File: config.mk
export PLATFORM = sky130hd
export DESIGN_NAME = priority_encoder_42_seq
export DESIGN_NICKNAME = d
export VERILOG_FILES = /design/src/rtl/priority_encoder_42_seq.sv
export SDC_FILE = /design/constraint.sdc
export NUM_CORES = 1
export LEC_CHECK = 0
export ABC_AREA = 0
export CAP_MARGIN = 20
export CORE_AREA = 4 4 41 43
export DETAILED_ROUTE_END_ITERATION = 10
export DIE_AREA = 0 0 45 47
export GPL_ROUTABILITY_DRIVEN = 0
export PLACE_DENSITY_LB_ADDON = 0.15
export SLEW_MARGIN = 10
export SYNTH_ARGS = -nofsm -noshare
export SYNTH_HDL_FRONTEND = slang
export SYNTH_SLANG_ARGS = --single-unit
File: constraint.sdc
create_clock -name clk -period 2.3 [get_ports clk]
set_clock_uncertainty 0.1 [all_clocks]
set_input_delay 0.345 -clock clk [delete_from_list [all_inputs] [get_ports clk]]
set_output_delay 0.345 -clock clk [all_outputs]
set_load 0.01 [all_outputs]
File: src/rtl/priority_encoder_42_seq.sv
// Sequential priority encoder: sticky pending requests granted one index at a time over valid/ready.
// Define PRIO_ROUND_ROBIN_EN for rotating priority; default build uses fixed highest-index priority.
module priority_encoder_42_seq #(
  parameter int WIDTH  = 4,
  parameter int CODE_W = 2
) (
  input  logic              clk,
  input  logic              rst_n,
  input  logic [WIDTH-1:0]  req,
  input  logic              flush,
  output logic [CODE_W-1:0] code,
  output logic              valid,
  input  logic              ready,
  output logic [WIDTH-1:0]  pending,
  output logic              busy
);

  logic [CODE_W-1:0] code_q;
  logic              valid_q;
  logic [WIDTH-1:0]  pending_q;

  logic [WIDTH-1:0]  cand;
  logic              slot_free;
  logic [CODE_W-1:0] winner;

  logic [CODE_W-1:0] code_d;
  logic              valid_d;
  logic [WIDTH-1:0]  pending_d;

  assign cand      = pending_q | req;
  assign slot_free = !valid_q || ready;

`ifdef PRIO_ROUND_ROBIN_EN
  logic [CODE_W-1:0] ptr_q;
  logic [CODE_W-1:0] ptr_d;

  // Scan from the far end of the search order so the first hit from (ptr-1) downward wins.
  always_comb begin
    logic [CODE_W-1:0] idx;
    winner = '0;
    for (int k = WIDTH; k >= 1; k--) begin
      idx = ptr_q - CODE_W'(k);
      if (cand[idx]) winner = idx;
    end
  end
`else
  // Ascending scan: the highest set index is the last assignment and wins.
  always_comb begin
    winner = '0;
    for (int i = 0; i < WIDTH; i++) begin
      if (cand[i]) winner = CODE_W'(i);
    end
  end
`endif

  // NOTE: every output of a combinational block gets a default first, so no path leaves it unassigned and no latch is inferred.
  always_comb begin
    code_d    = code_q;
    valid_d   = valid_q;
    pending_d = cand;
`ifdef PRIO_ROUND_ROBIN_EN
    ptr_d     = ptr_q;
`endif
    if (flush) begin
      valid_d   = 1'b0;
      pending_d = '0;
`ifdef PRIO_ROUND_ROBIN_EN
      ptr_d     = CODE_W'(WIDTH - 1);
`endif
    end else if (slot_free) begin
      if (cand != '0) begin
        code_d    = winner;
        valid_d   = 1'b1;
        pending_d = cand & ~(WIDTH'(1) << winner);
`ifdef PRIO_ROUND_ROBIN_EN
        ptr_d     = winner;
`endif
      end else begin
        valid_d   = 1'b0;
        pending_d = '0;
      end
    end
  end

  // NOTE: state registers use non-blocking assignments so all flops update together at the edge; reset is synchronous here.
  always_ff @(posedge clk) begin
    if (!rst_n) begin
      code_q    <= '0;
      valid_q   <= 1'b0;
      pending_q <= '0;
`ifdef PRIO_ROUND_ROBIN_EN
      ptr_q     <= CODE_W'(WIDTH - 1);
`endif
    end else begin
      code_q    <= code_d;
      valid_q   <= valid_d;
      pending_q <= pending_d;
`ifdef PRIO_ROUND_ROBIN_EN
      ptr_q     <= ptr_d;
`endif
    end
  end

  assign code    = code_q;
  assign valid   = valid_q;
  assign pending = pending_q;
  assign busy    = valid_q || (pending_q != '0);

endmodule

==> results of run 1 <==
[per-stage QoR]
stage	utilization, %	cell area, sq um	hold slack [ps]	power, mW	setup WS [ps]
after floorplan	-	298	378	0.160	995
after global placement	35.9	467	361	0.195	528
after detailed placement	35.9	467	367	0.196	489
after CTS	38.0	494	375	0.310	505
after global routing	38.0	494	400	0.323	405
final	38.0	494	367	0.306	526
[where the power goes]
group	internal, mW	leakage (nW)	switching (mW)	total, mW
combinational	0.0348	0.112	0.0240	0.0588
sequential	0.128	0.0576	0.00586	0.134
clock	0.0638	0.0177	0.0502	0.114
total	0.226	0.187	0.0801	0.306
[flip-flops by register name, indices dropped and copies added (netlist names)]
signal,count
code,2
pending,4
valid,1
[cell families (layout without fill, tap and decap cells)]
kind of cell	Yosys count	in the layout
buffers and inverters	0	19
DFF	7	7
AOI/OAI and AO/OA	8	8
and+or+nand+nor	17	17
[cell type report]
type / count / area, sq um / area share, %
repair buffers: 15 / 150 / 30.4
multi-input cells: 25 / 158 / 31.9
flip-flops and latches: 7 / 140 / 28.4
well taps: 15 / 18.8 / 3.80
clock inverters: 1 / 5.00 / 1.01
clock buffers: 3 / 22.5 / 4.56
[cell usage after synthesis]
cell type,count
o311ai_1,1
a311oi_1,1
a21oi_1,1
nand2_1,3
o211a_1,1
a21boi_1,1
o31ai_1,1
nor2b_1,1
a211oi_1,2
nor2_1,6
nor3_1,3
nor4_4,1
nand2b_1,2
nor2_2,1
dfxtp_1,7
[worst max-delay path, stage by stage, from the launching register on]
cell	delay, ps
dfxtp_1	420
nor3_1	70
nand2_1	60
clkdlybuf4s50_1	530
[worst paths after layout]
check | startpoint | slack, ps | end | cells after the start
max | pending[1] | 530 | busy | 3
min | code[1] | 370 | code[1] | 2
max reg2reg | valid | 960 | code[0] | 4
min reg2reg | code[1] | 370 | code[1] | 2
[routing by layer]
layer | vias up | global-route usage (%) | routed length [microns]
li1 | 159 | - | -
met1 | 143 | 10.3 | 320
met2 | 10 | 15.3 | 404
met3 | 2 | 4.98 | 57
met4 | 0 | 5.26 | 8
met5 | - | 0 | 0
==> impl_metrics.tcl, run 1 <==
set metrics [dict create \
    avgViaCountPerCell 4.76 \
    num_rows 13 \
    rsz0062_at_grt "false" \
    drtAntennaViolNets 0 \
    first_pass_iters 4 \
    grt_max_degree 6 \
    cp.required_ps 1860 \
    setup-tns-final_ps 0 \
    fin_crit_ps 1770 \
    cp-end-kind "output pin" \
    post_cts_buffers 0 \
    cts.path.max_buffers 2 \
    wl_per_cell_microns 12.0 \
    first_global_vias 329 \
    drt-initial-drc-count 2 \
    dieArea_sq_um 2120 \
    die_w_microns 45 \
    setup_viol 0 \
    layout_common_cells "clkdlybuf4s50_1, dfxtp_1, nor2_1" \
    syn_area_per_cell_sq_um 9.31 \
    area_growth_pct 66.0 \
    chipHeight_microns 47 \
    start_util_pct 22.9 \
    synth.area.mux_share_pct 0 \
    num_vias 314 \
    hold_viol_final 0 \
    cts.sinks 7 \
    syn-cell-area_sq_um 298 \
    synth_cell_type_count 15 \
    yosys.area.top_type "dfxtp_1" \
    totalWireLength_microns 791 \
    criticalPathCategory "flip-flop to output pin" \
    instances_no_fill 66 \
    htree_levels 1 \
    synth_top_area_share_pct 47.1 \
    status "complete, no violations" \
    syn_inst 32 \
    antenna_found_initial 0 \
    core_area_sq_um 1300 \
    finalMaxSlewViolations 0 \
    synthAdderAreaFrac_pct 0 \
    ys_ff_latch 7 \
    power.density_nw_per_um2 620 \
    yosysWarningCount 0 \
    synthTopCellsByArea "dfxtp_1, nor2_1, nor4_4, nor3_1, a211oi_1" \
    max_freq_mhz 564 \
    io_pins 16 \
    fill_cells 148 \
    ys_seq_area_share_pct 47.1 \
    synth_simple_gate_area_share_pct 31.9 \
    synth_top_family_by_area "simple AND/OR/NAND/NOR gates" \
    irDropWorstVdd_v 0.000266 \
    final_common_cell "clkdlybuf4s50_1" \
    cts_resized 0 \
    finalCritPeriodShare_pct 77.1 \
    drc 0 \
    leakage_nw 0.187 \
    synth_compound_area_share_pct 21.0 \
    cts_tree "yes" \
    num_antenna_cells 0 \
    numCtsBuffers 3 \
    grt_pass1_wl_mm 1.39 \
    worst_pin_slew_ps 310 \
    worstHoldPathType "flip-flop to flip-flop" \
    arrival_ps 1330 \
    clk_pin_slew_ps 60 \
    drive_gt1_share_pct 11.8 \
    place_inst 62 \
    postCtsHoldBufs 0 \
    portBuffers 15 \
    synth_nets 40 \
    grt_overflow 0 \
    crit_fanout 4 \
    cap_violations 0 \
    synthXorXnorAreaFrac_pct 0 \
    grt_usage_pct 9.58 \
    relSlewSlack_pct 79.2 \
    clkLatencyLatePin_ps 260 \
    worstSetupStartpointType "flip-flop" \
    cts-root-buf "clkbuf_4" \
    nets 60 \
]
Power figures use the tool's default switching activity.
==> run 2, diff against run 1 <==
==> constraint.sdc (replaced) <==
create_clock -name clk -period 1.5 [get_ports clk]
set_clock_uncertainty 0.1 [all_clocks]
set_input_delay 0.225 -clock clk [delete_from_list [all_inputs] [get_ports clk]]
set_output_delay 0.225 -clock clk [all_outputs]
set_load 0.01 [all_outputs]
==> run 2 against run 1 <==
  * Hold slack improved by 6.7 ps
  * Design area up 6.1%
  * Sequential power rose by 54%
  * Critical path type unchanged
  * Largest cell class is now buffers
  * Critical path depth shrank 2
  * Sequential share of layout area is 0.91 points lower
==> impl_metrics.tcl, run 2 (synthesis gave the netlist of run 1 again) <==
set metrics [dict create \
    grt_pass1_wl_mm 1.42 \
    grt_max_degree 6 \
    worstSetupStartpoint "code[0]" \
    post_cts_buffers 0 \
    rsz0062_at_grt "false" \
    p_clk_share_pct 37.9 \
    chipHeight_microns 47 \
    cts.sinks 7 \
    finalMaxSlewViolations 0 \
    cp_slowest_cell "clkdlybuf4s50_1" \
    drc 0 \
    irDropWorstVdd_v 0.000281 \
    crit_chain "clkdlybuf4s50_1" \
    area_growth_pct 76.1 \
    r2r_cells 4 \
    io_pins 16 \
    avgViaCountPerCell 4.70 \
    first_global_vias 315 \
    antenna_found_initial 0 \
    reg2reg_setup_slack_ps 210 \
    die_w_microns 45 \
    p_sw_share_pct 26.5 \
    regArea_sq_um 144 \
    criticalPathCategory "flip-flop to output pin" \
    core_area_sq_um 1300 \
    worstHoldPathType "flip-flop to flip-flop" \
    arrival_ps 1120 \
    portBuffers 15 \
    cts_tree "yes" \
    critPathMaxStageDelay_ps 540 \
    leakage_nw 0.229 \
    num_vias 329 \
    cts-root-buf "clkbuf_4" \
    setup-tns-final_ps 0 \
    cp-end-kind "output pin" \
    grt_usage_pct 9.90 \
    nets 64 \
    grt_overflow 0 \
    numCtsBuffers 3 \
    r2r_end "code[0]" \
    drive_gt1_share_pct 23.6 \
    critPathTopFamily "buffers and inverters" \
    holdPathEnd "code[1]" \
    hold_start "code[1]" \
    fill_cells 146 \
    multi_input_area_sq_um 163 \
    cap_violations 0 \
    wl_per_cell_microns 11.8 \
    cell_internal_pwr_mw 0.354 \
    num_antenna_cells 0 \
    setup_ws_ps 50.0 \
    hold_ws_ps 374 \
    p_comb_share_pct 19.3 \
    worst_pin_slew_ps 303 \
    status "complete, no violations" \
    postCtsHoldBufs 0 \
    totalWireLength_microns 823 \
    relSlewSlack_pct 79.7 \
    start_util_pct 22.9 \
    max_freq_mhz 690 \
    hold_viol_final 0 \
    setup_viol 0 \
    htree_levels 1 \
    post_dp_cell_area_sq_um 497 \
    power.density_nw_per_um2 919 \
    design_area_sq_um 524 \
    cp_num_buf_inv 1 \
    final_common_cell "clkdlybuf4s50_1" \
    drtAntennaViolNets 0 \
    clkLatencyLatePin_ps 260 \
    switchingPower_mw 0.128 \
    finalCritPeriodShare_pct 96.7 \
    clk_pin_slew_ps 60 \
    seqPwrFrac_pct 42.8 \
    worstSetupStartpointType "flip-flop" \
    layout_common_cells "clkdlybuf4s50_1, nor2_1, dlygate4sd2_1, dfxtp_1, buf_4" \
    r2r-start "valid" \
    crit_fanout 2 \
    dpl_worst_slack_ps -198 \
    dp_hpwl_microns 685 \
    cts.path.max_buffers 2 \
    min_delay_path_depth 2 \
    num_rows 13 \
    dieArea_sq_um 2120 \
    cp.required_ps 1170 \
    largest_reg_flops 4 \
    drt-initial-drc-count 2 \
    fin_crit_ps 1450 \
    first_pass_iters 4 \
]
[run 2: cell types whose count changed in the layout (fill, tap and decap cells not counted), sizes merged]
cell	before	now
buf	0	4
dlygate4sd2	0	6
clkinv	1	0
clkbuf	3	4
clkdlybuf4s50	15	9
[run 2: routing by layer]
layer	global-route usage [%]	part of all wire (%)	routed length (microns)
met5	0	0	0
met4	10.5	4.7	39
met3	2.68	5.8	48
met2	14.7	46	381
met1	11.0	43	353
[run 2: worst max-delay path by stage]
stage | end | slack, ps | cells after the start
floorplan | code[0] | 200 | 4
global placement | code[0] | -140 | 5
detailed placement | code[0] | -200 | 5
CTS | code[0] | 30 | 1
global route | code[0] | 7 | 1
finish | code[0] | 50 | 1
[run 2: area by class of cell]
cell class / instances / share of cell area [%]
well taps: 15 / 3.58
clock buffers: 4 / 5.01
repair buffers: 19 / 32.9
multi-input cells: 25 / 31.0
flip-flops and latches: 7 / 27.4
[run 2: power groups by stage]
stage,clock network (mW),logic (mW),registers (mW)
6_report,0.183,0.0931,0.206
5_1_grt,0.205,0.104,0.208
4_1_cts,0.189,0.0940,0.206
3_5_place_dp,0,0.0996,0.210
3_3_place_gp,0,0.0985,0.209
2_1_floorplan,0,0.0325,0.213
[run 2: repair_timing]
action / CTS / global route
endpoints found under the setup margin: 6 / 1
pin swaps: 0 / 0
resized for setup: 8 / 2
[run 2: through the flow]
stage | std cells | total power, mW | utilization, %
finish | 70 | 0.482 | 40.3
global route | 70 | 0.517 | 40.3
CTS | 70 | 0.489 | 39.8
detailed placement | 66 | 0.309 | 38.2
global placement | 66 | 0.307 | 38.2
floorplan | 32 | 0.245 | -
==> run 3, diff against run 2 <==
--- a/config.mk
+++ b/config.mk
@@ -7,11 +7,12 @@
 export LEC_CHECK = 0
 export ABC_AREA = 0
 export CAP_MARGIN = 20
-export CORE_AREA = 4 4 41 43
+export CORE_AREA = 2 2 39 41
 export DETAILED_ROUTE_END_ITERATION = 10
-export DIE_AREA = 0 0 45 47
+export DIE_AREA = 0 0 41 43
 export GPL_ROUTABILITY_DRIVEN = 0
 export PLACE_DENSITY_LB_ADDON = 0.15
+export SKIP_CTS_REPAIR_TIMING = 1
 export SLEW_MARGIN = 10
 export SYNTH_ARGS = -nofsm -noshare
 export SYNTH_HDL_FRONTEND = slang
==> run 3 against run 2 <==
  * Clock power fell by 4%
  * Sequential cell count is the same
  * Final cell count up 1.4%
==> impl_metrics.tcl, run 3 (synthesis gave the netlist of run 1 again) <==
set metrics [dict create \
    status "complete, no violations" \
    r2r_end "code[0]" \
    first_pass_iters 4 \
    cts_tree "yes" \
    cp_slowest_cell "clkdlybuf4s50_1" \
    crit_fanout 2 \
    crit_chain "clkdlybuf4s50_1 > nor4_4 > a311oi_1 > o311ai_1 > o211a_1" \
    dieArea_sq_um 1760 \
    r2r-start "valid" \
    fin_crit_ps 1390 \
    critPathMaxStageDelay_ps 520 \
    finalMaxSlewViolations 0 \
    leakage_nw 0.328 \
    final_common_cell "dlymetal6s2s_1" \
    nets 64 \
    holdPathEnd "code[1]" \
    drive_gt1_share_pct 21.8 \
    hold_start "code[1]" \
    clkLatencyLatePin_ps 250 \
    setup_ws_ps 110 \
    clk_pin_slew_ps 60 \
    first_global_vias 298 \
    cts.sinks 7 \
    drc 0 \
    hold_viol_final 0 \
    cts-root-buf "clkbuf_4" \
    area_growth_pct 85.3 \
    fill_cells 142 \
    setup-tns-final_ps 0 \
    core_area_sq_um 1380 \
    wl_per_cell_microns 10.9 \
    cp_num_buf_inv 1 \
    dpl_worst_slack_ps -171 \
    num_rows 14 \
    chipHeight_microns 43 \
    grt_max_degree 6 \
    r2r_cells 4 \
    hold_ws_ps 362 \
    largest_reg_flops 4 \
    criticalPathCategory "input port to flip-flop" \
    layout_common_cells "dlymetal6s2s_1, clkdlybuf4s50_1, nor2_1, dfxtp_1, buf_4" \
    worstHoldPathType "flip-flop to flip-flop" \
    reg2reg_setup_slack_ps 210 \
    cts.path.max_buffers 2 \
    grt_usage_pct 10.5 \
    cap_violations 0 \
    worstSetupStartpointType "input port" \
    min_delay_path_depth 2 \
    finalCritPeriodShare_pct 92.7 \
    dp_hpwl_microns 628 \
    drt-initial-drc-count 3 \
    portBuffers 15 \
    grt_overflow 0 \
    start_util_pct 21.5 \
    max_freq_mhz 719 \
    numCtsBuffers 3 \
    worst_pin_slew_ps 292 \
    relSlewSlack_pct 80.4 \
    grt_pass1_wl_mm 1.19 \
    io_pins 16 \
    cp.required_ps 1550 \
    worst-path-stages 5 \
    num_vias 323 \
    power.density_nw_per_um2 866 \
    critPathTopFamily "compound AO/OA/AOI/OAI gates" \
    drtAntennaViolNets 0 \
    avgViaCountPerCell 4.55 \
    num_antenna_cells 0 \
    setup_viol 0 \
    die_w_microns 41 \
    htree_levels 1 \
    arrival_ps 1440 \
    antenna_found_initial 0 \
    cp-end-kind "flip-flop" \
    irDropWorstVdd_v 0.000375 \
    totalWireLength_microns 772 \
    rsz0062_at_grt "false" \
]
[run 3: area by class of cell]
type	instances	area, sq um	area share (%)
clock buffer	4	26.3	4.76
multi-input combinational	25	163	29.5
timing repair buffer	19	200	36.3
sequential	7	143	25.9
tap	16	20.0	3.63
[run 3: per-layer routing]
metal	track usage, %	up-vias	wire, microns
met5	0	-	0
met3	4.71	0	54
met2	13.1	9	374
met4	6.00	0	0
li1	-	163	-
met1	14.2	151	342
[run 3: worst max-delay path by stage]
stage | startpoint | end | slack (ps)
after floorplan | pending[1] | code[0] | 200
after global placement | req[1] | code[0] | -140
after detailed placement | req[1] | code[0] | -170
after CTS | pending[1] | busy | -190
after global routing | req[1] | code[0] | 60
final | req[1] | code[0] | 110
[run 3: worst min-delay path, stage by stage, from the launching register on]
cell	delay, ps
dfxtp_1	310
o31ai_1	60
a21boi_1	50
[run 3: where the power goes]
| group | switching (mW) | leakage, nW | internal (mW) |
|---|---|---|---|
| combinational | 0.0383 | 0.255 | 0.0575 |
| sequential | 0.00906 | 0.0584 | 0.197 |
| clock | 0.0744 | 0.0150 | 0.102 |
[run 3: metrics by stage]
step | cell area, sq um | total power, mW | util [%] | std cells
floorplan | 298 | 0.245 | - | 32
detailed placement | 498 | 0.309 | 36.0 | 67
global placement | 498 | 0.307 | 36.0 | 67
global route | 552 | 0.511 | 39.9 | 71
CTS | 524 | 0.489 | 37.9 | 71
finish | 552 | 0.478 | 39.9 | 71
